<file path="config.mk">
export PLATFORM = sky130hd
export DESIGN_NAME = multi_servo_ctrl
export DESIGN_NICKNAME = d
export VERILOG_FILES = /design/src/rtl/multi_servo_pkg.sv /design/src/rtl/servo_channel.sv /design/src/rtl/multi_servo_ctrl.sv
export SDC_FILE = /design/constraint.sdc
export NUM_CORES = 1
export LEC_CHECK = 0
export CAP_MARGIN = 0
export CORE_AREA = 2 2 126 128
export DETAILED_ROUTE_END_ITERATION = 10
export DIE_AREA = 0 0 128 130
export PLACE_DENSITY = 0.81
export SETUP_SLACK_MARGIN = 0.02
export SLEW_MARGIN = 10
export SYNTH_ARGS = -nofsm -noshare
export SYNTH_HDL_FRONTEND = slang
export SYNTH_SLANG_ARGS = --single-unit
</file>
<file path="constraint.sdc">
create_clock -name clk_50M -period 8.8 [get_ports clk_50M]
set_input_delay 1.76 -clock clk_50M [delete_from_list [all_inputs] [get_ports clk_50M]]
set_output_delay 1.76 -clock clk_50M [all_outputs]
set_load 0.01 [all_outputs]
</file>
<file path="src/rtl/multi_servo_pkg.sv">
// Shared defaults and helpers for the multi-channel servo PWM controller.
package multi_servo_pkg;

  localparam int DEF_CLK_DIV   = 50;
  localparam int DEF_PERIOD_US = 20000;
  localparam int DEF_TW        = 15;
  localparam int DEF_PW_MIN    = 1000;
  localparam int DEF_PW_MAX    = 2000;
  localparam int DEF_SLEW      = 20;

  function automatic int unsigned clamp(input int unsigned val,
                                        input int unsigned lo,
                                        input int unsigned hi);
    if (val < lo)      return lo;
    else if (val > hi) return hi;
    else               return val;
  endfunction

endpackage

</file>
<file path="src/rtl/servo_channel.sv">
// One servo channel: clamped target, slew-limited shadow, frame-aligned active
// width and the registered PWM comparator.
module servo_channel
  import multi_servo_pkg::*;
#(
  parameter int TW     = DEF_TW,
  parameter int PW_MIN = DEF_PW_MIN,
  parameter int PW_MAX = DEF_PW_MAX,
  parameter int SLEW   = DEF_SLEW
) (
  input  logic          clk_50M,
  input  logic          reset,
  input  logic          i_move_en,
  input  logic          i_load,
  input  logic [TW-1:0] i_thresh,
  input  logic          i_step,
  input  logic          i_frame_load,
  input  logic [TW-1:0] i_us_count,
  output logic          o_pwm
);

  localparam logic [TW-1:0] PW_CTR = TW'((PW_MIN + PW_MAX) / 2);
  localparam logic [TW-1:0] SLEW_W = TW'(SLEW);

  logic [TW-1:0] r_target;
  logic [TW-1:0] r_shadow;
  logic [TW-1:0] r_active;
  logic          r_pwm;

  logic [TW-1:0] w_clamped;
  logic          w_up;
  logic [TW-1:0] w_diff;
  logic [TW-1:0] w_step_amt;
  logic [TW-1:0] w_shadow_next;

  assign w_clamped = TW'(clamp(32'(i_thresh), PW_MIN, PW_MAX));

  // Larger minus smaller keeps the distance unsigned without wrap.
  always_comb begin
    w_up          = (r_target > r_shadow);
    w_diff        = w_up ? (r_target - r_shadow) : (r_shadow - r_target);
    w_step_amt    = (w_diff > SLEW_W) ? SLEW_W : w_diff;
    w_shadow_next = w_up ? (r_shadow + w_step_amt) : (r_shadow - w_step_amt);
  end

  always_ff @(posedge clk_50M) begin
    if (reset) begin
      r_target <= PW_CTR;
      r_shadow <= PW_CTR;
      r_active <= PW_CTR;
      r_pwm    <= 1'b0;
    end else begin
      if (i_load)       r_target <= w_clamped;
      if (i_step)       r_shadow <= w_shadow_next;
      if (i_frame_load) r_active <= r_shadow;
      r_pwm <= i_move_en && (i_us_count < r_active);
    end
  end

  assign o_pwm = r_pwm;

endmodule

</file>
<file path="src/rtl/multi_servo_ctrl.sv">
// Multi-channel servo PWM controller: shared us timebase, vsync edge detect
// and NCH slew-limited channels updated only at frame boundaries.
module multi_servo_ctrl
  import multi_servo_pkg::*;
#(
  parameter int NCH       = 2,
  parameter int CLK_DIV   = DEF_CLK_DIV,
  parameter int PERIOD_US = DEF_PERIOD_US,
  parameter int TW        = DEF_TW,
  parameter int PW_MIN    = DEF_PW_MIN,
  parameter int PW_MAX    = DEF_PW_MAX,
  parameter int SLEW      = DEF_SLEW
) (
  input  logic              clk_50M,
  input  logic              reset,
  input  logic              move_en,
  input  logic              vsync_in,
  input  logic [NCH*TW-1:0] thresh_in,
  input  logic [NCH-1:0]    thresh_valid,
  output logic [NCH-1:0]    pwm_out,
  output logic              frame_start
);

  localparam int DIVW = (CLK_DIV > 1) ? $clog2(CLK_DIV) : 1;

  if (NCH < 1 || NCH > 8 || PW_MIN > PW_MAX || PW_MAX >= PERIOD_US ||
      PERIOD_US >= (1 << TW)) begin : g_bad_params
    $error("multi_servo_ctrl: illegal parameter combination");
  end

  logic [DIVW-1:0] r_div;
  logic [TW-1:0]   r_us;
  logic            r_frame_start;
  logic            r_sync0;
  logic            r_sync1;
  logic            r_sync2;

  logic w_tick;
  logic w_wrap;
  logic w_vsync_rise;

  assign w_tick       = (r_div == DIVW'(CLK_DIV - 1));
  assign w_wrap       = w_tick && (r_us == TW'(PERIOD_US - 1));
  assign w_vsync_rise = r_sync1 && !r_sync2;

  always_ff @(posedge clk_50M) begin
    if (reset) begin
      r_div         <= '0;
      r_us          <= '0;
      r_frame_start <= 1'b0;
      r_sync0       <= 1'b0;
      r_sync1       <= 1'b0;
      r_sync2       <= 1'b0;
    end else begin
      r_div         <= w_tick ? '0 : r_div + 1'b1;
      if (w_tick) r_us <= w_wrap ? '0 : r_us + 1'b1;
      r_frame_start <= w_wrap;
      r_sync0       <= vsync_in;
      r_sync1       <= r_sync0;
      r_sync2       <= r_sync1;
    end
  end

  assign frame_start = r_frame_start;

  // Active widths load on the same edge the counter wraps, so they are in place
  // for the whole frame_start cycle and the frame that follows.
  for (genvar gi = 0; gi < NCH; gi++) begin : g_ch
    servo_channel #(
      .TW    (TW),
      .PW_MIN(PW_MIN),
      .PW_MAX(PW_MAX),
      .SLEW  (SLEW)
    ) u_ch (
      .clk_50M     (clk_50M),
      .reset       (reset),
      .i_move_en   (move_en),
      .i_load      (thresh_valid[gi]),
      .i_thresh    (thresh_in[gi*TW +: TW]),
      .i_step      (w_vsync_rise),
      .i_frame_load(w_wrap),
      .i_us_count  (r_us),
      .o_pwm       (pwm_out[gi])
    );
  end

endmodule

</file>
==> results of run 1 <==
==> cell usage after synthesis, drive strengths merged, types with 4 or more instances <==
cell type	instances	area (µm²)
a22oi	4	30.0
nor2	95	357
o21bai	4	30.0
nand2b	32	200
clkbuf	36	135
nor2b	19	119
or2	10	62.6
o31ai	10	75.1
mux2i	13	130
a21oi	116	581
nand2	135	507
and4	5	43.8
o21ai	67	335
nand4	10	62.6
ha	119	1490
nor4	8	50.1
a22o	5	43.8
a211oi	14	105
a31oi	8	50.1
xnor2	28	245
nor3	21	116
xor2	25	219
buf	16	95.1
dfxtp	117	2340
and2	9	56.3
inv	116	435
o211ai	27	208
nand3	20	100
o311ai	4	35.0
a211o	4	35.0
o2111ai	4	35.0
a21o	29	218
and3	15	93.8
or4	4	30.0
a21boi	4	30.0
fa	6	120
or3	14	87.6
==> cells by family after synthesis <==
logic type / after synthesis / synth area share [%]
compound gates: 338 / 22.8
xor+xnor: 53 / 4.91
fa+ha+maj: 125 / 17.0
buf+inv: 168 / 7.04
flops: 117 / 24.8
mux: 16 / 1.97
simple gates: 411 / 21.4
==> flip-flops by register name, summed over array words and instances, names as in the netlist <==
| name | cells |
|---|---|
| frame_start | 1 |
| g_ch.u_ch.o_pwm | 2 |
| g_ch.u_ch.r_active | 30 |
| g_ch.u_ch.r_shadow | 30 |
| g_ch.u_ch.r_target | 30 |
| r_div | 6 |
| r_sync0 | 1 |
| r_sync1 | 1 |
| r_sync2 | 1 |
| r_us | 15 |
==> through the flow <==
stage	setup WS, ps	power (µW)	util (%)	std cells
floorplan	2080	1810	-	1228
detailed placement	1500	2120	64.3	1417
global placement	1560	2090	64.3	1417
finish	1340	2830	67.9	1448
global route	696	3030	67.9	1448
CTS	1460	2800	67.9	1448
==> placed cells by master (no fill, tap or decap), drive strengths merged, types with 29 or more instances in the layout <==
master,count
clkdlybuf4s50,37
a21oi,116
nor2,95
a21o,29
nand2,135
inv,119
ha,119
dfxtp,117
o21ai,67
nand2b,32
==> critical path, delay by kind of cell, from the launching register on <==
kind,cells,cell delay (ps)
AO/OA/AOI/OAI,13,3330
XOR/XNOR,1,320
adder cells (fa/ha/maj),3,1050
buffers and inverters,4,730
flip-flops,1,450
multiplexers,2,610
AND/OR/NAND/NOR,6,930
==> routing by layer <==
layer  up-vias  GRT usage (%)  share of wire [%]
li1       4362              -                  -
met1      3991           40.1                 47
met2       310           45.5                 44
met3        37           8.12                7.8
met4         0           8.86                1.6
met5         -              0                  0
==> worst paths after layout <==
path | start | to | slack, ps
worst max-delay path | g_ch[1].u_ch.r_shadow[1]$_SDFFE_PP0P_ | g_ch[1].u_ch.r_shadow[14]$_SDFFE_PP0P_ | 1340
worst min-delay path | r_sync0$_SDFF_PP0_ | r_sync1$_SDFF_PP0_ | 450
worst max register to register | g_ch[1].u_ch.r_shadow[1]$_SDFFE_PP0P_ | g_ch[1].u_ch.r_shadow[14]$_SDFFE_PP0P_ | 1340
worst min register to register | r_sync0$_SDFF_PP0_ | r_sync1$_SDFF_PP0_ | 450
==> cell type report <==
class                   instances  share of cell area [%]
multi-input cells             943                    61.5
clock buffers                  18                    4.10
well taps                     192                    2.29
repair buffers                 49                    4.37
clock inverters                13                    1.22
flip-flops and latches        117                    22.3
inverters                     116                    4.15
==> where the power goes <==
group          total (µW)  internal [µW]  switching [µW]
registers             591            557            33.4
clock network         667            390             277
logic                1570            646             926
==> results.yml, run 1 <==
clock_network:
  htreeDepth: 4
  cts_tree: "built"
  cts.sinks: 117
  clockBufferDepth: 2
  post_cts.repair.setup_buffers: 0
  numCtsBuffers: 17
  cts.repair.resized: 0
  clk_pin_slew_ps: 60
  cts-root-buf: "clkbuf_16"
  clock_latency_ps: 430
  holdBufCountCts: 0
power:
  p_per_area_mw_per_mm2: 270
  ir_drop_v: 0.000144
  power_leakage_uw: 0.00481
worst_setup_path:
  slowest_stage: "a221oi_2"
  crit_path_max_incr_delay_ps: 910
  critPathMaxFanout: 13
  ff2ff_path_depth: 29
  end_kind: "flop"
  cp.arrival_ps: 7830
  cp-start-kind: "flop"
  cp_data_required_time_ps: 9170
  crit_top_cell: "o21ai_0"
  critical_path_class: "flop to flop"
synthesis:
  yosys_warnings: 0
  ys_seq_area_share_pct: 24.8
  synth_edf_count: 0
  netlist_instances: 1228
  synth_flop_cell: "dfxtp_1"
  synth_cell_types: 77
  synth_area_per_cell_um2: 7.69
  synthArstFlopShare_pct: 0
  ys_ff_latch: 117
  synth_nets: 1389
  synth_area_mm2: 0.00945
timing:
  slew_viol_final: 0
  post-route-period-util_pct: 84.8
  relSlewSlack_pct: 29.2
  finalSetupViolCount: 0
  max_freq_ghz: 0.134
  rsz0062_at_grt: "no"
  hold_viol: 0
  period_needed_ps: 7460
  setup_tns_ps: 0
  hold_ws_ps: 449
  skew_ps: 13.8
  max_slew.worst_pin.slew_ps: 1060
route:
  vias_per_cell: 6.01
  post_drt_wl_per_cell_um: 16.3
  vias: 8700
  drt_iter0_markers: 795
  ant_nets: 0
  firstDrtPassIters: 6
  drc: 0
  drt-total-wl_mm: 23.5
finish:
  fin_nets: 1405
  drive_gt1_share_pct: 5.25
  design_area_mm2: 0.0105
  fillCellCount: 1290
  diodes: 0
  regArea_mm2: 0.00234
  area_growth_pct: 10.9
  multiInputGateArea_mm2: 0.00645
floorplanning:
  die_area_mm2: 0.0166
  rows: 46
  ios: 39
  dieWidth_um: 128
  initial_utilization_pct: 61.3
  die_h_um: 130
  core-area_mm2: 0.0154
grt:
  grt-ovfl-total: 0
  grt_max_degree: 57
  grt_pass1_vias: 8161
  grt_pass1_wl_mm: 39.3
  antenna_found_initial: 0
  track_usage_pct: 29.3
worst_hold_path:
  hp-class: "flop to flop"
  hold_depth: 1
flow_run:
  cap_viol_max_count: 0
placed_design:
  placed_cell_area_mm2: 0.00992
  gp_congestion: 1.01
  port_buffers: 38
  place_hpwl_mm: 17.7
status:
  status: "complete, no violations"
Power figures use the tool's default switching activity.
==> run 2, diff against run 1 <==
--- a/config.mk
+++ b/config.mk
@@ -6,10 +6,10 @@
 export NUM_CORES = 1
 export LEC_CHECK = 0
 export CAP_MARGIN = 0
-export CORE_AREA = 2 2 126 128
+export CORE_AREA = 2 2 133 135
 export DETAILED_ROUTE_END_ITERATION = 10
-export DIE_AREA = 0 0 128 130
-export PLACE_DENSITY = 0.81
+export DIE_AREA = 0 0 135 137
+export PLACE_DENSITY = 0.77
 export SETUP_SLACK_MARGIN = 0.02
 export SLEW_MARGIN = 10
 export SYNTH_ARGS = -nofsm -noshare
==> constraint.sdc (replaced) <==
create_clock -name clk_50M -period 6.02 [get_ports clk_50M]
set_input_delay 1.204 -clock clk_50M [delete_from_list [all_inputs] [get_ports clk_50M]]
set_output_delay 1.204 -clock clk_50M [all_outputs]
set_load 0.01 [all_outputs]
==> run 2 against run 1 <==
The run now ends with setup timing left. Count of clock-buffer cells in the layout is 2 higher. Routed wire length grew 23%. Global-route usage increased by 0.95 points. Via count is 13% higher. Non-clock buffer count rose by 200. Setup slack got worse by 1600 ps. Clock power grew 53%. Register-to-register slack got worse by 1600 ps. Clock skew fell by 4.5 ps. Worst hold slack better by 3.8 ps. Combinational power rose by 120%. Critical path type unchanged. Sequential cell count unchanged.
==> results.yml, run 2 (synthesized netlist as in run 1, its figures left out) <==
status:
  status: "complete, but fails checks"
  violations: "setup timing"
grt:
  antenna_found_initial: 0
  grt-ovfl-total: 0
  track_usage_pct: 30.3
  grt_pass1_wl_mm: 44.8
  grt_pass1_vias: 9197
  grt_max_degree: 55
timing:
  post-route-period-util_pct: 104
  period_needed_ps: 6250
  slew_viol_final: 0
  fin_ws_ps: -235
  finalSetupViolCount: 4
  skew_ps: 9.24
  relSlewSlack_pct: 38.9
  max_slew.worst_pin.slew_ps: 913
  hold_viol: 0
  rsz0062_at_grt: "yes"
  hold_ws_ps: 452
  max_freq_ghz: 0.160
clock_network:
  cts.sinks: 117
  clk_pin_slew_ps: 60
  cts-root-buf: "clkbuf_16"
  clockBufferDepth: 2
  cts_tree: "built"
  htreeDepth: 4
  numCtsBuffers: 17
  clock_latency_ps: 420
worst_setup_path:
  r2r-end: "g_ch[0].u_ch.r_shadow[14]$_SDFFE_PP0P_"
  crit_path_max_incr_delay_ps: 490
  critPathMaxFanout: 6
  ff2ff_path_depth: 28
  reg2reg_from: "g_ch[0].u_ch.r_shadow[0]$_SDFFE_PP0P_"
  r2r_slack_ps: -230
  end_kind: "flop"
  slowest_stage: "mux4_2"
  cp.arrival_ps: 6550
  critical_path_class: "flop to flop"
  cp-start-kind: "flop"
  cp_data_required_time_ps: 6320
finish:
  final_common_cell: "buf_4"
  drive_gt1_share_pct: 24.9
  fillCellCount: 1268
  multiInputGateArea_mm2: 0.00699
  regArea_mm2: 0.00236
  fin_nets: 1606
  diodes: 0
  area_growth_pct: 33.7
  most-common-layout-cells: "buf_4, nand2_1, ha_1"
  top_regs: "g_ch.u_ch.r_active: 30 flops, g_ch.u_ch.r_shadow: 30 flops, g_ch.u_ch.r_target: 30 flops"
  final_core_util_pct: 74.1
worst_hold_path:
  hp-class: "flop to flop"
  hold_depth: 2
  hold-path-endpoint: "g_ch[1].u_ch.r_active[5]$_SDFFE_PP0P_"
  hold_start: "g_ch[1].u_ch.r_active[5]$_SDFFE_PP0P_"
floorplanning:
  die_h_um: 137
  initial_utilization_pct: 55.4
  core-area_mm2: 0.0171
  die_area_mm2: 0.0185
  ios: 39
  rows: 48
  dieWidth_um: 135
power:
  power_leakage_uw: 0.00588
  ir_drop_v: 0.000230
  p_per_area_mw_per_mm2: 423
route:
  vias: 9869
  firstDrtPassIters: 5
  drc: 0
  vias_per_cell: 5.87
  ant_nets: 0
  drt_iter0_markers: 828
  post_drt_wl_per_cell_um: 17.3
  drt-total-wl_mm: 29.0
placed_design:
  place_hpwl_mm: 20.4
  gp_congestion: 0.975
  port_buffers: 38
flow_run:
  cap_viol_max_count: 0
==> run 2: stage by stage <==
stage	std cells	setup TNS, ps	power, µW	setup WS [ps]	instance area (µm²)
floorplan	1228	-7.21	2730	-7.21	9560
global placement	1618	-1530	3560	-435	11300
detailed placement	1618	-2660	3600	-651	11300
CTS	1666	-159	4920	-159	12200
global route	1682	-1410	5650	-491	12600
finish	1682	-370	5340	-235	12600
==> run 2: worst max path at each step <==
stage,startpoint,endpoint,slack (ps)
after floorplan,g_ch[0].u_ch.r_shadow[0]$_SDFFE_PP0P_,g_ch[0].u_ch.r_shadow[14]$_SDFFE_PP0P_,-7
after global placement,g_ch[1].u_ch.r_shadow[0]$_SDFFE_PP0P_,g_ch[1].u_ch.r_shadow[13]$_SDFFE_PP0P_,-440
after detailed placement,g_ch[1].u_ch.r_target[0]$_SDFFE_PP0P_,g_ch[1].u_ch.r_shadow[13]$_SDFFE_PP0P_,-650
after CTS,g_ch[0].u_ch.r_shadow[0]$_SDFFE_PP0P_,g_ch[0].u_ch.r_shadow[14]$_SDFFE_PP0P_,-160
after global routing,g_ch[0].u_ch.r_shadow[1]$_SDFFE_PP0P_,g_ch[0].u_ch.r_shadow[14]$_SDFFE_PP0P_,-490
final,g_ch[0].u_ch.r_shadow[0]$_SDFFE_PP0P_,g_ch[0].u_ch.r_shadow[14]$_SDFFE_PP0P_,-230
==> run 2: power breakdown <==
group | internal (µW) | switching (µW)
logic | 1650 | 1840
clock network | 629 | 389
registers | 816 | 23.1
total | 3100 | 2250
==> run 2: layout make-up <==
class | instances | area share, %
Timing Repair Buffer | 249 | 15.7
Tap cell | 225 | 2.23
Clock buffer | 20 | 3.61
Multi-Input combinational cell | 944 | 55.3
Inverter | 116 | 3.45
Clock inverter | 11 | 1.01
Sequential cell | 117 | 18.7
==> run 2: repair_timing <==
item,in CTS,in global routing
gates resized for setup,39,74
setup buffers,16,17
hold buffers,0,0
pin swaps,25,47
gates cloned,1,0
setup endpoints to repair,12,9
==> run 2: routing by layer <==
layer	share of wire, %	GRT usage, %
met1	45	41.7
met2	46	49.5
met3	7.1	4.81
met4	2.4	8.28
met5	0	0
==> run 2: critical path: cells and delay by family, from the launching register on <==
kind	cells	cell delay, ps
buffers and inverters	3	170
xor gates and xnor gates	1	140
adders and majority gates	4	1160
and+or+nand+nor	6	1450
DFF	1	330
AOI/OAI and AO/OA	13	2370
muxes	1	490
